==> src/rtl/ascon_bdi_packer_pkg.sv <==
// Shared Ascon definitions: bdi data-type codes and the presented-word record.
package ascon_bdi_packer_pkg;

    localparam logic [3:0] D_NULL  = 4'h0;
    localparam logic [3:0] D_NONCE = 4'h1;
    localparam logic [3:0] D_AD    = 4'h2;
    localparam logic [3:0] D_MSG   = 4'h4;
    localparam logic [3:0] D_TAG   = 4'h8;
    localparam logic [3:0] D_HASH  = 4'h3;

    typedef struct packed {
        logic [31:0] data;
        logic [3:0]  mask;
        logic [3:0]  dtype;
        logic        eot;
        logic        eoi;
    } bdi_word_t;

    // Right-aligned byte mask for a word whose highest filled lane is last_lane.
    function automatic logic [3:0] lane_mask(input logic [1:0] last_lane);
        return 4'b1111 >> (2'd3 - last_lane);
    endfunction

endpackage

==> src/rtl/ascon_bdi_packer.sv <==
// Packs an 8-bit segment stream into little-endian 32-bit bdi words,
// one word per segment boundary or per four bytes, through a one-entry output register.
module ascon_bdi_packer
    import ascon_bdi_packer_pkg::*;
(
    input  logic        clk,
    input  logic        rst,
    input  logic [7:0]  s_data,
    input  logic        s_valid,
    output logic        s_ready,
    input  logic [3:0]  s_type,
    input  logic        s_last,
    input  logic        s_final,
    output logic [31:0] bdi,
    output logic [3:0]  bdi_valid,
    input  logic        bdi_ready,
    output logic [3:0]  bdi_type,
    output logic        bdi_eot,
    output logic        bdi_eoi
);

    logic [1:0]  cnt_q, cnt_d;
    logic [31:0] pack_q, pack_d;
    logic [3:0]  type_q, type_d;
    bdi_word_t   out_q, out_d;

    logic        out_full;
    logic        accept;
    logic [3:0]  word_type;
    logic [31:0] merged;

    assign out_full = (out_q.mask != 4'b0000);
    // Only a full register that the core is not draining this cycle blocks input.
    assign s_ready  = !(out_full && !bdi_ready);
    assign accept   = s_valid && s_ready;

    always_comb begin
        cnt_d     = cnt_q;
        pack_d    = pack_q;
        type_d    = type_q;
        out_d     = out_q;
        word_type = (cnt_q == 2'd0) ? s_type : type_q;
        // Unfilled lanes of pack_q are always zero, so OR-in places the byte.
        merged    = pack_q | (32'(s_data) << {cnt_q, 3'b000});

        if (out_full && bdi_ready) begin
            out_d       = '0;
            out_d.dtype = D_NULL;
        end

        if (accept) begin
            if (s_last || cnt_q == 2'd3) begin
                out_d.data  = merged;
                out_d.mask  = lane_mask(cnt_q);
                out_d.dtype = word_type;
                out_d.eot   = s_last;
                out_d.eoi   = s_last && s_final;
                cnt_d       = 2'd0;
                pack_d      = '0;
            end else begin
                pack_d = merged;
                cnt_d  = cnt_q + 2'd1;
                type_d = word_type;
            end
        end
    end

    always_ff @(posedge clk) begin
        if (rst) begin
            cnt_q       <= 2'd0;
            pack_q      <= '0;
            type_q      <= D_NULL;
            out_q       <= '0;
            out_q.dtype <= D_NULL;
        end else begin
            cnt_q  <= cnt_d;
            pack_q <= pack_d;
            type_q <= type_d;
            out_q  <= out_d;
        end
    end

    assign bdi       = out_q.data;
    assign bdi_valid = out_q.mask;
    assign bdi_type  = out_q.dtype;
    assign bdi_eot   = out_q.eot;
    assign bdi_eoi   = out_q.eoi;

endmodule

==> config.mk <==
export PLATFORM = sky130hd
export DESIGN_NAME = ascon_bdi_packer
export DESIGN_NICKNAME = d
export VERILOG_FILES = /design/src/rtl/ascon_bdi_packer_pkg.sv /design/src/rtl/ascon_bdi_packer.sv
export SDC_FILE = /design/constraint.sdc
export NUM_CORES = 1
export LEC_CHECK = 0
export ABC_AREA = 1
export CORE_UTILIZATION = 30
export CTS_BUF_LIST = sky130_fd_sc_hd__clkbuf_4 sky130_fd_sc_hd__clkbuf_8 sky130_fd_sc_hd__clkbuf_16
export DETAILED_ROUTE_END_ITERATION = 12
export PLACE_DENSITY = 0.55
export SLEW_MARGIN = 20
export SYNTH_ARGS = -nofsm -noshare
export SYNTH_HDL_FRONTEND = slang
export SYNTH_SLANG_ARGS = --single-unit
==> constraint.sdc <==
create_clock -name clk -period 5.2 [get_ports clk]
set_clock_uncertainty 0.2 [all_clocks]
set_input_delay 1.04 -clock clk [delete_from_list [all_inputs] [get_ports clk]]
set_output_delay 1.04 -clock clk [all_outputs]
set_load 0.03 [all_outputs]
### After elaboration in Yosys (flattened, before gate mapping)

Cells that the tools add are included.

* $add $sub $neg: 2
* $mul: 0
* divide/modulo/power cells: 0
* $lt $le $gt $ge: 0
* eq/ne operators: 1
* shift-type cells: 2
* multiplexer cells: 6
* bitwise operators: 2
* reduce and logical (&&, ||, !) cells: 10

Operators by type and width (count)
* $mux W42: 3
* $mux W32: 1
* $or A32 B32 Y32: 1
* $shl A8 B5 Y32: 1
* $logic_and A1 B1 Y1: 4
* $mux W4: 1
* $reduce_bool A4 Y1: 1
* $shr A4 B2 Y4 const A: 1
* $add A2 B1 Y2 const B: 1
* $eq A2 B2 Y1 const B: 1
* $logic_not A1 Y1: 2
* $logic_not A2 Y1: 1
* $mux W2: 1
* $reduce_and A2 Y1: 1
* $sub A2 B2 Y2 const A: 1
* $logic_or A1 B1 Y1: 1
* $not A1 Y1: 1

* register bits after elaboration: 80
* bits in latches: 0
* bits in writable memories: 0
* ROM bits: 0
* bits of input ports: 18
* word-level logic and storage cells: 31
* memories: 0

### Logic depth before layout (Yosys ltp)

Gate-level depths: netlist of the first run.

* word-level depth: 5
* mapped depth: 9

### Least setup slack after synthesis of the first run

OpenSTA, ideal clock, no wires.

* path type: input to output
* start point: input bdi_ready
* end point: output s_ready
* arrival: 1.456 ns
* data required time: 3.960 ns
* path slack: 2.504 ns
* cell stages on the path: 3
* buffers on the path: 1
* cell sequence: inv_2 > nand2_2 > buf_2

* longest elaborated chain between the ends: 3

RTL lines
* start, declared: line ascon_bdi_packer.sv:16 `input logic bdi_ready,`
* $logic_not A1 Y1: line ascon_bdi_packer.sv:34 `assign s_ready = !(out_full && !bdi_ready);`
* $logic_and A1 B1 Y1: line ascon_bdi_packer.sv:34
* $logic_not A1 Y1: line ascon_bdi_packer.sv:34
* end, declared: line ascon_bdi_packer.sv:10 `output logic s_ready,`

Every way passes these cells.

### Worst setup path in the final report of the first run

Ends and elaborated chain as after synthesis.

==> summary.txt, run 1 <==
Status
  • Outcome: finished clean

Critical path
  • Cell count of the worst reg-to-reg path: 7
  • Setup CP Type: in2out
  • Setup crit start kind: input port
  • Crit end category: output port
  • Crit path DAT: 2450 ps
  • CP required: 3960 ps
  • Worst-path maximum fanout: 5

Drt
  • Via Count: 3,433
  • Post-route ant nets: 0
  • DRT iter0 DRCs: 262
  • Pre-antenna DRT Iters: 4
  • WL/cell: 12.30 microns
  • Via density: 4.464
  • DR DRC count: 0
  • Final wirelength: 9.458 mm

GRT
  • Vias in the first global route: 3,311
  • GR Util All Layers: 15.48%
  • Pin count of the biggest net entering global routing: 75
  • Global-route wire length before repair: 15.86 mm
  • GRT Residual Overflow: 0
  • Initial antenna violation count: 0

Finish
  • Commonest non-fill, non-tap cell in the layout: nand2_1
  • Layout fillers: 1,288
  • Inserted Diodes: 0
  • Layout area overhead: 26.83%
  • Fraction of layout cells with a size suffix above 1: 8.486%
  • Most frequent cells in the layout: 150 x nand2_1, 81 x nor2_1, 80 x dfxtp_1
  • Nets: 617
  • Layout Cell Area excl Fill: 4738 sq um

Synthesis
  • Post-Synthesis Cells: 555
  • Synth Cell Area: 3736 sq um
  • Top cell type's share of synthesized area: 42.87%
  • Syn Area/Cell: 6.732 sq um
  • Seq cells post-synth: 80
  • Unique masters post-synth: 22
  • Leading post-synthesis cells by cell area: dfxtp_1 43%, nand2_1 15%, nor2_1 8.1%
  • Largest area contributor in the synthesized netlist: dfxtp_1
  • Synth Warn #: 0
  • Seq/Total Area, Yosys: 42.87%
  • Mapped Nets: 576

Worst hold path
  • Hold WC Path Type: reg2reg
  • Worst hold path depth: 2

Floorplanning
  • Row cnt: 40
  • Die Area: 12,900 sq um
  • Initial Util: 30.98%
  • Core box area: 12,060 sq um
  • I/O pins: 61
  • Die Height: 113.6 microns
  • Die width: 113.6 microns

CTS
  • Clk Latency, worst-skew pair: 330 ps
  • Hold buffers post-CTS: 0
  • Clock buffer depth: 2
  • Htree depth: 3
  • Post-CTS Resized: 0
  • CTS buffer count: 9
  • Postcts setup bufs: 0
  • CTS root buffer: clkbuf_16
  • CTS Sinks: 80
  • CTS clk-pin slew, worst paths: 60 ps
  • CTS tree: yes

STA
  • Worst slew margin: 33.54%
  • FMAX: 0.2708 GHz
  • Final Max Tran Viols: 0
  • Period Utilization, post-route: 71.01%
  • Final setup viols: 0
  • Final Hold Vio Count: 0
  • Post-layout min period: 3692 ps
  • Fin Setup TNS: 0 ps
  • RSZ-0062 raised after global routing: no
  • Worst slew pin tran: 995.5 ps

Power and ir drop
  • Worst vdd ir: 235.2 uV
  • Switching share of power: 27.27%
  • Sequential power share: 39.9%
  • Clock share of power: 44.0%
  • Pwr Density: 352.8 nW/um^2
  • Logic pwr share: 16.1%
  • Internal: 1.216 mW
  • Static Leak: 2.140 nW
  • Psw: 455.8 uW

Placed design
  • Input/output buffers: 60
  • DP HPWL: 5.899 mm
  • Placer Congestion: 0.7870
  • Area after DPL: 4393 sq um

Job
  • Max Cap Viol: 0
## power groups by stage
stage	sequential (mW)	clock, mW	combinational, mW
final	0.666	0.736	0.269
after global routing	0.671	0.775	0.298
after CTS	0.667	0.748	0.272
after global placement	0.680	0	0.267
after floorplan	0.717	0	0.144
after detailed placement	0.680	0	0.270
## path summary, 6_finish.rpt
path              slack (ps)    endpoint  startpoint
hold reg to reg          240  pack_q[20]  pack_q[20]
setup reg to reg        2440  pack_q[19]    cnt_q[1]
setup / recovery        1510     s_ready   bdi_ready
hold / removal           240  pack_q[20]  pack_q[20]
## worst max-delay path, cell delays in order
cell and delay, ps:
clkdlybuf4s50_1 570, inv_2 70, nand2_2 100, clkdlybuf4s50_1 670
## cells in the mapped netlist
master	instances
nand3_2	1
nand3b_1	9
nand2_2	2
a21oi_1	37
nand2_1	150
nand3_1	33
ha_1	3
buf_6	4
or2_2	22
a31o_2	2
nor2_1	81
nor2_4	1
nand4_1	8
clkbuf_1	7
dfxtp_1	80
o21bai_1	1
a21boi_0	1
buf_2	24
o21ai_0	5
nor3_1	21
inv_2	2
inv_1	61
## flip-flops by register name (all words and copies together) (netlist names)
signal / flops
bdi_eoi: 1
cnt_q: 2
bdi: 32
pack_q: 32
bdi_eot: 1
bdi_type: 4
type_q: 4
bdi_valid: 4
## metrics by stage
step	utilization [%]	total power [mW]	cells	setup slack (ps)	hold WS (ps)
5_1_grt	39.28	1.744	769	1448	251.5
3_5_place_dp	36.42	0.9506	753	1496	232.1
2_1_floorplan	-	0.8610	555	2504	220.8
6_report	39.28	1.672	769	1508	240.7
3_3_place_gp	36.42	0.9465	753	1499	227.0
4_1_cts	39.28	1.687	769	1497	241.7
## logic make-up after synthesis
family	synth area share (%)
AO/OA/AOI/OAI	6.497
adder cells (fa/ha/maj)	1.005
buffers and inverters	11.45
flip-flops	42.87
AND/OR/NAND/NOR	38.18
## layout make-up
type                    instances  area [sq um]  share of cell area [%]
flip-flops and latches         80          1602                   33.80
inverters                      63         236.5                   4.991
well taps                     168         210.2                   4.436
clock inverters                 7         120.1                   2.535
clock buffers                   9         225.2                   4.753
repair buffers                 65         638.1                   13.47
multi-input cells             377          1707                   36.02
## metal layers
layer  wire length [microns]  vias to the layer above  GRT usage, %
li1                        -                     1797             -
met1                    4656                     1560         19.92
met2                    4312                       66         25.65
met3                     365                       10         3.454
met4                     124                        0         5.088
met5                       0                        -             0
No activity file was read; power rests on OpenSTA's default activity.
==> run 2: changes to the inputs <==
clock period = 3.6 ns   (was 5.2 ns; I/O delays follow)
==> summary.txt, run 2 (synthesized netlist as in run 1, its figures left out) <==
Floorplanning
  • Core box area: 12,060 sq um (unchanged)
  • Row cnt: 40 (unchanged)
  • Die width: 113.6 microns (unchanged)
  • I/O pins: 61 (unchanged)
  • Die Height: 113.6 microns (unchanged)
  • Die Area: 12,900 sq um (unchanged)
  • Initial Util: 30.98% (unchanged)

CTS
  • CTS tree: yes
  • Clock buffer depth: 2 (unchanged)
  • Postcts setup bufs: 0 (unchanged)
  • Post-CTS Resized: 0 (unchanged)
  • Hold buffers post-CTS: 0 (unchanged)
  • CTS clk-pin slew, worst paths: 50 ps (about the same)
  • CTS root buffer: clkbuf_16
  • Htree depth: 3 (unchanged)
  • CTS Sinks: 80 (unchanged)
  • CTS buffer count: 9 (unchanged)
  • Clk Latency, worst-skew pair: 330 ps (about the same)

Worst hold path
  • Hold WC Path Type: reg2reg

STA
  • FMAX: 0.3557 GHz
  • Fin Setup TNS: 0 ps (unchanged)
  • Period Utilization, post-route: 78.10%
  • Post-layout min period: 2812 ps
  • Final setup viols: 0 (unchanged)
  • RSZ-0062 raised after global routing: no
  • Worst slew margin: 52.18% (+19 points)
  • Worst setup margin: 788.4 ps (-719.2 ps)
  • Final Max Tran Viols: 0 (unchanged)
  • Final Hold Vio Count: 0 (unchanged)
  • Worst slew pin tran: 714.8 ps (-280.8 ps)
  • Final hold slack: 237.1 ps (-3.646 ps)

Finish
  • Inserted Diodes: 0 (unchanged)
  • Most frequent cells in the layout: 150 x nand2_1, 81 x nor2_1, 80 x dfxtp_1
  • Fraction of layout cells with a size suffix above 1: 9.256% (+0.77 points)
  • Commonest non-fill, non-tap cell in the layout: nand2_1
  • Layout area overhead: 26.42%
  • Final cell count without fillers: 773 (+0.52%)
  • Nets: 621 (+0.65%)
  • Utilization after layout: 39.16% (-0.12 points)
  • Layout Cell Area excl Fill: 4723 sq um (-0.32%)

Drt
  • Met3 wire length: 378 microns (+3.6%)
  • DRT iter0 DRCs: 208 (-21%)
  • DR DRC count: 0 (unchanged)
  • Via density: 4.358 (-2.4%)
  • Via Count: 3,369 (-1.9%)
  • Final wirelength: 8.762 mm (-7.4%)
  • WL/cell: 11.34 microns (-7.8%)
  • Top layer in use: met4
  • Pre-antenna DRT Iters: 4 (unchanged)
  • Routed wl met2: 4.063 mm (-5.8%)
  • Post-route ant nets: 0 (unchanged)
  • Met1 WL: 4.234 mm (-9.1%)

Power and ir drop
  • Psw: 623.2 uW (+37%)
  • Pwr Density: 479.6 nW/um^2 (+36%)
  • Sequential power share: 42.2% (+2.3 points)
  • Clock share of power: 40.5% (-3.5 points)
  • Total Power: 2.265 mW (+36%)
  • Worst vdd ir: 239.5 uV (+1.8%)
  • Internal: 1.642 mW (+35%)
  • Static Leak: 2.143 nW (+0.15%)
  • Logic pwr share: 17.3% (+1.2 points)
  • Switching share of power: 27.51% (+0.24 points)

Critical path
  • Setup crit start kind: input port
  • Worst-path maximum fanout: 18 (+13)
  • Crit path DAT: 1890 ps (-560 ps)
  • Setup CP Type: in2out
  • CP required: 2680 ps (-1280 ps)
  • Cell chain of the critical path: clkdlybuf4s50_1 -> inv_2 -> nand2_2 -> buf_4
  • CP peak stage delay: 570 ps (-100 ps)
  • Slowest CP cell: clkdlybuf4s50_1
  • Crit end category: output port

Status
  • Outcome: finished clean

GRT
  • Vias in the first global route: 3,164 (-4.4%)
  • Global-route wire length before repair: 15.01 mm (-5.4%)
  • Initial antenna violation count: 0 (unchanged)
  • Pin count of the biggest net entering global routing: 41 (-45%)
  • GR Util All Layers: 14.59% (-0.89 points)
  • GRT Residual Overflow: 0 (unchanged)

Placed design
  • Placer Congestion: 0.7912 (+0.53%)
  • DP HPWL: 6.093 mm (+3.3%)
  • Placed Instances: 757 (+0.53%)
  • Area after DPL: 4420 sq um (+0.63%)
  • Input/output buffers: 60 (unchanged)
  • Dpl ws: 709.8 ps (-786.0 ps)

Job
  • Max Cap Viol: 0 (unchanged)
[run 2: path summary, 6_finish.rpt]
kind              startpoint    endpoint  slack (ps)  depth (start not counted)
setup / recovery   bdi_ready     s_ready         790                          4
hold / removal    pack_q[20]  pack_q[20]         240                          2
setup reg to reg    cnt_q[0]  pack_q[26]        1420                          8
hold reg to reg   pack_q[20]  pack_q[20]         240                          2
[run 2: cell type report]
type | instances | area (sq um)
fillers | 1298 | 7338
multi-input cells | 377 | 1707
flip-flops and latches | 80 | 1602
repair buffers | 69 | 665.6
clock buffers | 11 | 246.5
inverters | 63 | 236.5
well taps | 168 | 210.2
clock inverters | 5 | 56.30
[run 2: critical path, delay by kind of cell]
kind | cells | cell delay, ps
buffers and inverters | 3 | 880
AND/OR/NAND/NOR | 1 | 290
[run 2: power groups by stage]
| stage | Sequential [mW] | Combinational, mW | Clock, mW |
|---|---|---|---|
| after floorplan | 1.04 | 0.208 | 0 |
| after CTS | 0.957 | 0.398 | 0.943 |
| after global routing | 0.962 | 0.437 | 0.982 |
| final | 0.956 | 0.393 | 0.916 |
| after global placement | 0.975 | 0.394 | 0 |
| after detailed placement | 0.976 | 0.396 | 0 |
[run 2: layer usage]
layer	track usage [%]	up-vias
met2	23.86	65
met1	19.12	1490
met4	3.947	0
met5	0	-
li1	-	1807
met3	3.613	7
==> run 3: changes to the inputs <==
clock period = 2.9 ns   (was 3.6 ns; I/O delays follow)
==> summary.txt, run 3 (synthesized netlist as in run 1, its figures left out) <==
Finish
  • Register area: 1602 sq um (unchanged)
  • Inserted Diodes: 0 (unchanged)
  • Layout area overhead: 28.27%
  • Fraction of layout cells with a size suffix above 1: 9.852% (+0.60 points)
  • Nets: 625 (+0.64%)
  • Most frequent cells in the layout: 150 x nand2_1, 81 x nor2_1, 80 x dfxtp_1
  • Layout fillers: 1,277 (-1.6%)
  • Area of the multi-input gates: 1707 sq um (unchanged)
  • Commonest non-fill, non-tap cell in the layout: nand2_1

STA
  • Period Utilization, post-route: 79.48%
  • FMAX: 0.4338 GHz
  • Fin Setup TNS: 0 ps (unchanged)
  • Worst slew margin: 51.97% (-0.21 points)
  • Worst setup margin: 594.9 ps (-193.4 ps)
  • Final setup viols: 0 (unchanged)
  • RSZ-0062 raised after global routing: no
  • Final Hold Vio Count: 0 (unchanged)
  • Worst slew pin tran: 717.9 ps (+3.101 ps)
  • Final hold slack: 240.8 ps (+3.728 ps)
  • Final Max Tran Viols: 0 (unchanged)
  • Post-layout min period: 2305 ps

CTS
  • Clock buffer depth: 2 (unchanged)
  • CTS tree: yes
  • CTS Sinks: 80 (unchanged)
  • Postcts setup bufs: 0 (unchanged)
  • Clk Latency, worst-skew pair: 330 ps (about the same)
  • CTS root buffer: clkbuf_16
  • CTS buffer count: 9 (unchanged)
  • CTS clk-pin slew, worst paths: 60 ps (about the same)
  • Htree depth: 3 (unchanged)
  • Post-CTS Resized: 0 (unchanged)
  • Hold buffers post-CTS: 0 (unchanged)

Worst hold path
  • Hold Startpoint: pack_q[20]
  • Hold WC Path Type: reg2reg

Critical path
  • Worst Setup SP: bdi_ready
  • R2R Path Start: cnt_q[0]
  • Slowest CP cell: clkdlybuf4s50_1
  • Setup CP Type: in2out
  • Register-to-register setup slack: 800 ps (-620 ps)
  • Crit end category: output port
  • Worst-path maximum fanout: 5 (-13)
  • Cell chain of the critical path: clkdlybuf4s50_1 -> inv_2 -> nand2_2 -> buf_4
  • CP peak stage delay: 580 ps (about the same)
  • Setup crit start kind: input port
  • Crit path DAT: 1530 ps (-360 ps)
  • CP required: 2120 ps (-560 ps)

Floorplanning
  • Die Height: 113.6 microns (unchanged)
  • Row cnt: 40 (unchanged)
  • Initial Util: 30.98% (unchanged)
  • Die width: 113.6 microns (unchanged)
  • Core box area: 12,060 sq um (unchanged)
  • I/O pins: 61 (unchanged)
  • Die Area: 12,900 sq um (unchanged)

GRT
  • Global-route wire length before repair: 15.26 mm (+1.7%)
  • GR Util All Layers: 14.91% (+0.32 points)
  • Vias in the first global route: 3,188 (+0.76%)
  • GRT Residual Overflow: 0 (unchanged)
  • Initial antenna violation count: 0 (unchanged)
  • Pin count of the biggest net entering global routing: 44 (+7.3%)

Drt
  • Via Count: 3,414 (+1.3%)
  • DR DRC count: 0 (unchanged)
  • Via density: 4.394 (+0.81%)
  • Pre-antenna DRT Iters: 5 (+1)
  • Post-route ant nets: 0 (unchanged)
  • WL/cell: 11.51 microns (+1.5%)
  • Final wirelength: 8.942 mm (+2.1%)
  • DRT iter0 DRCs: 231 (+11%)

Placed design
  • DP HPWL: 6.229 mm (+2.2%)
  • Dpl ws: 493.9 ps (-215.8 ps)
  • Input/output buffers: 60 (unchanged)
  • Placer Congestion: 0.8169 (+3.2%)

Power and ir drop
  • Pwr Density: 617.8 nW/um^2 (+29%)
  • Static Leak: 2.183 nW (+1.9%)
  • Worst vdd ir: 233.4 uV (-2.5%)
  • Total Power: 2.961 mW (+31%)

Status
  • Outcome: finished clean

Job
  • Max Cap Viol: 0 (unchanged)
==> run 3: changes by cell type in the layout (fill, tap and decap cells not counted), sizes merged <==
cell	change
buf	+4
clkbuf	+3
clkinv	-3
bufinv	+1
clkinvlp	-1
==> run 3: final timing paths <==
| path | cells past startpoint | end |
|---|---|---|
| worst max-delay path | 4 | s_ready |
| worst min-delay path | 2 | pack_q[20] |
| worst max register to register | 7 | pack_q[0] |
| worst min register to register | 2 | pack_q[20] |
==> run 3: layer usage <==
layer / track usage (%) / share of wire (%)
met3: 2.232 / 4.0
met4: 6.316 / 0.85
met1: 20.32 / 50
met2: 23.50 / 45
met5: 0 / 0
==> run 3: final cells by class <==
type                       instances  area share, %
clock buffer                      14          5.875
clock inverter                     2          1.253
inverter                          63          4.935
multi-input combinational        377          35.61
sequential                        80          33.42
tap                              168          4.386
timing repair buffer              73          14.52
==> run 3: power by group <==
part / internal [mW] / leakage (nW) / switching, mW / total [mW]
registers: 1.16 / 0.653 / 0.0299 / 1.19
logic: 0.188 / 1.36 / 0.308 / 0.496
clock network: 0.844 / 0.170 / 0.433 / 1.28
==> run 3: critical path: cells and delay by family <==
kind,cells,cell delay [ps]
buffers and inverters,3,830
AND/OR/NAND/NOR,1,110
==> run 3: through the flow <==
step                instance area (sq um)  util, %  cells
global route                         4792    39.73    777
detailed placement                   4451    36.90    761
floorplan                            3736        -    555
CTS                                  4792    39.73    777
finish                               4792    39.73    777
global placement                     4451    36.90    761
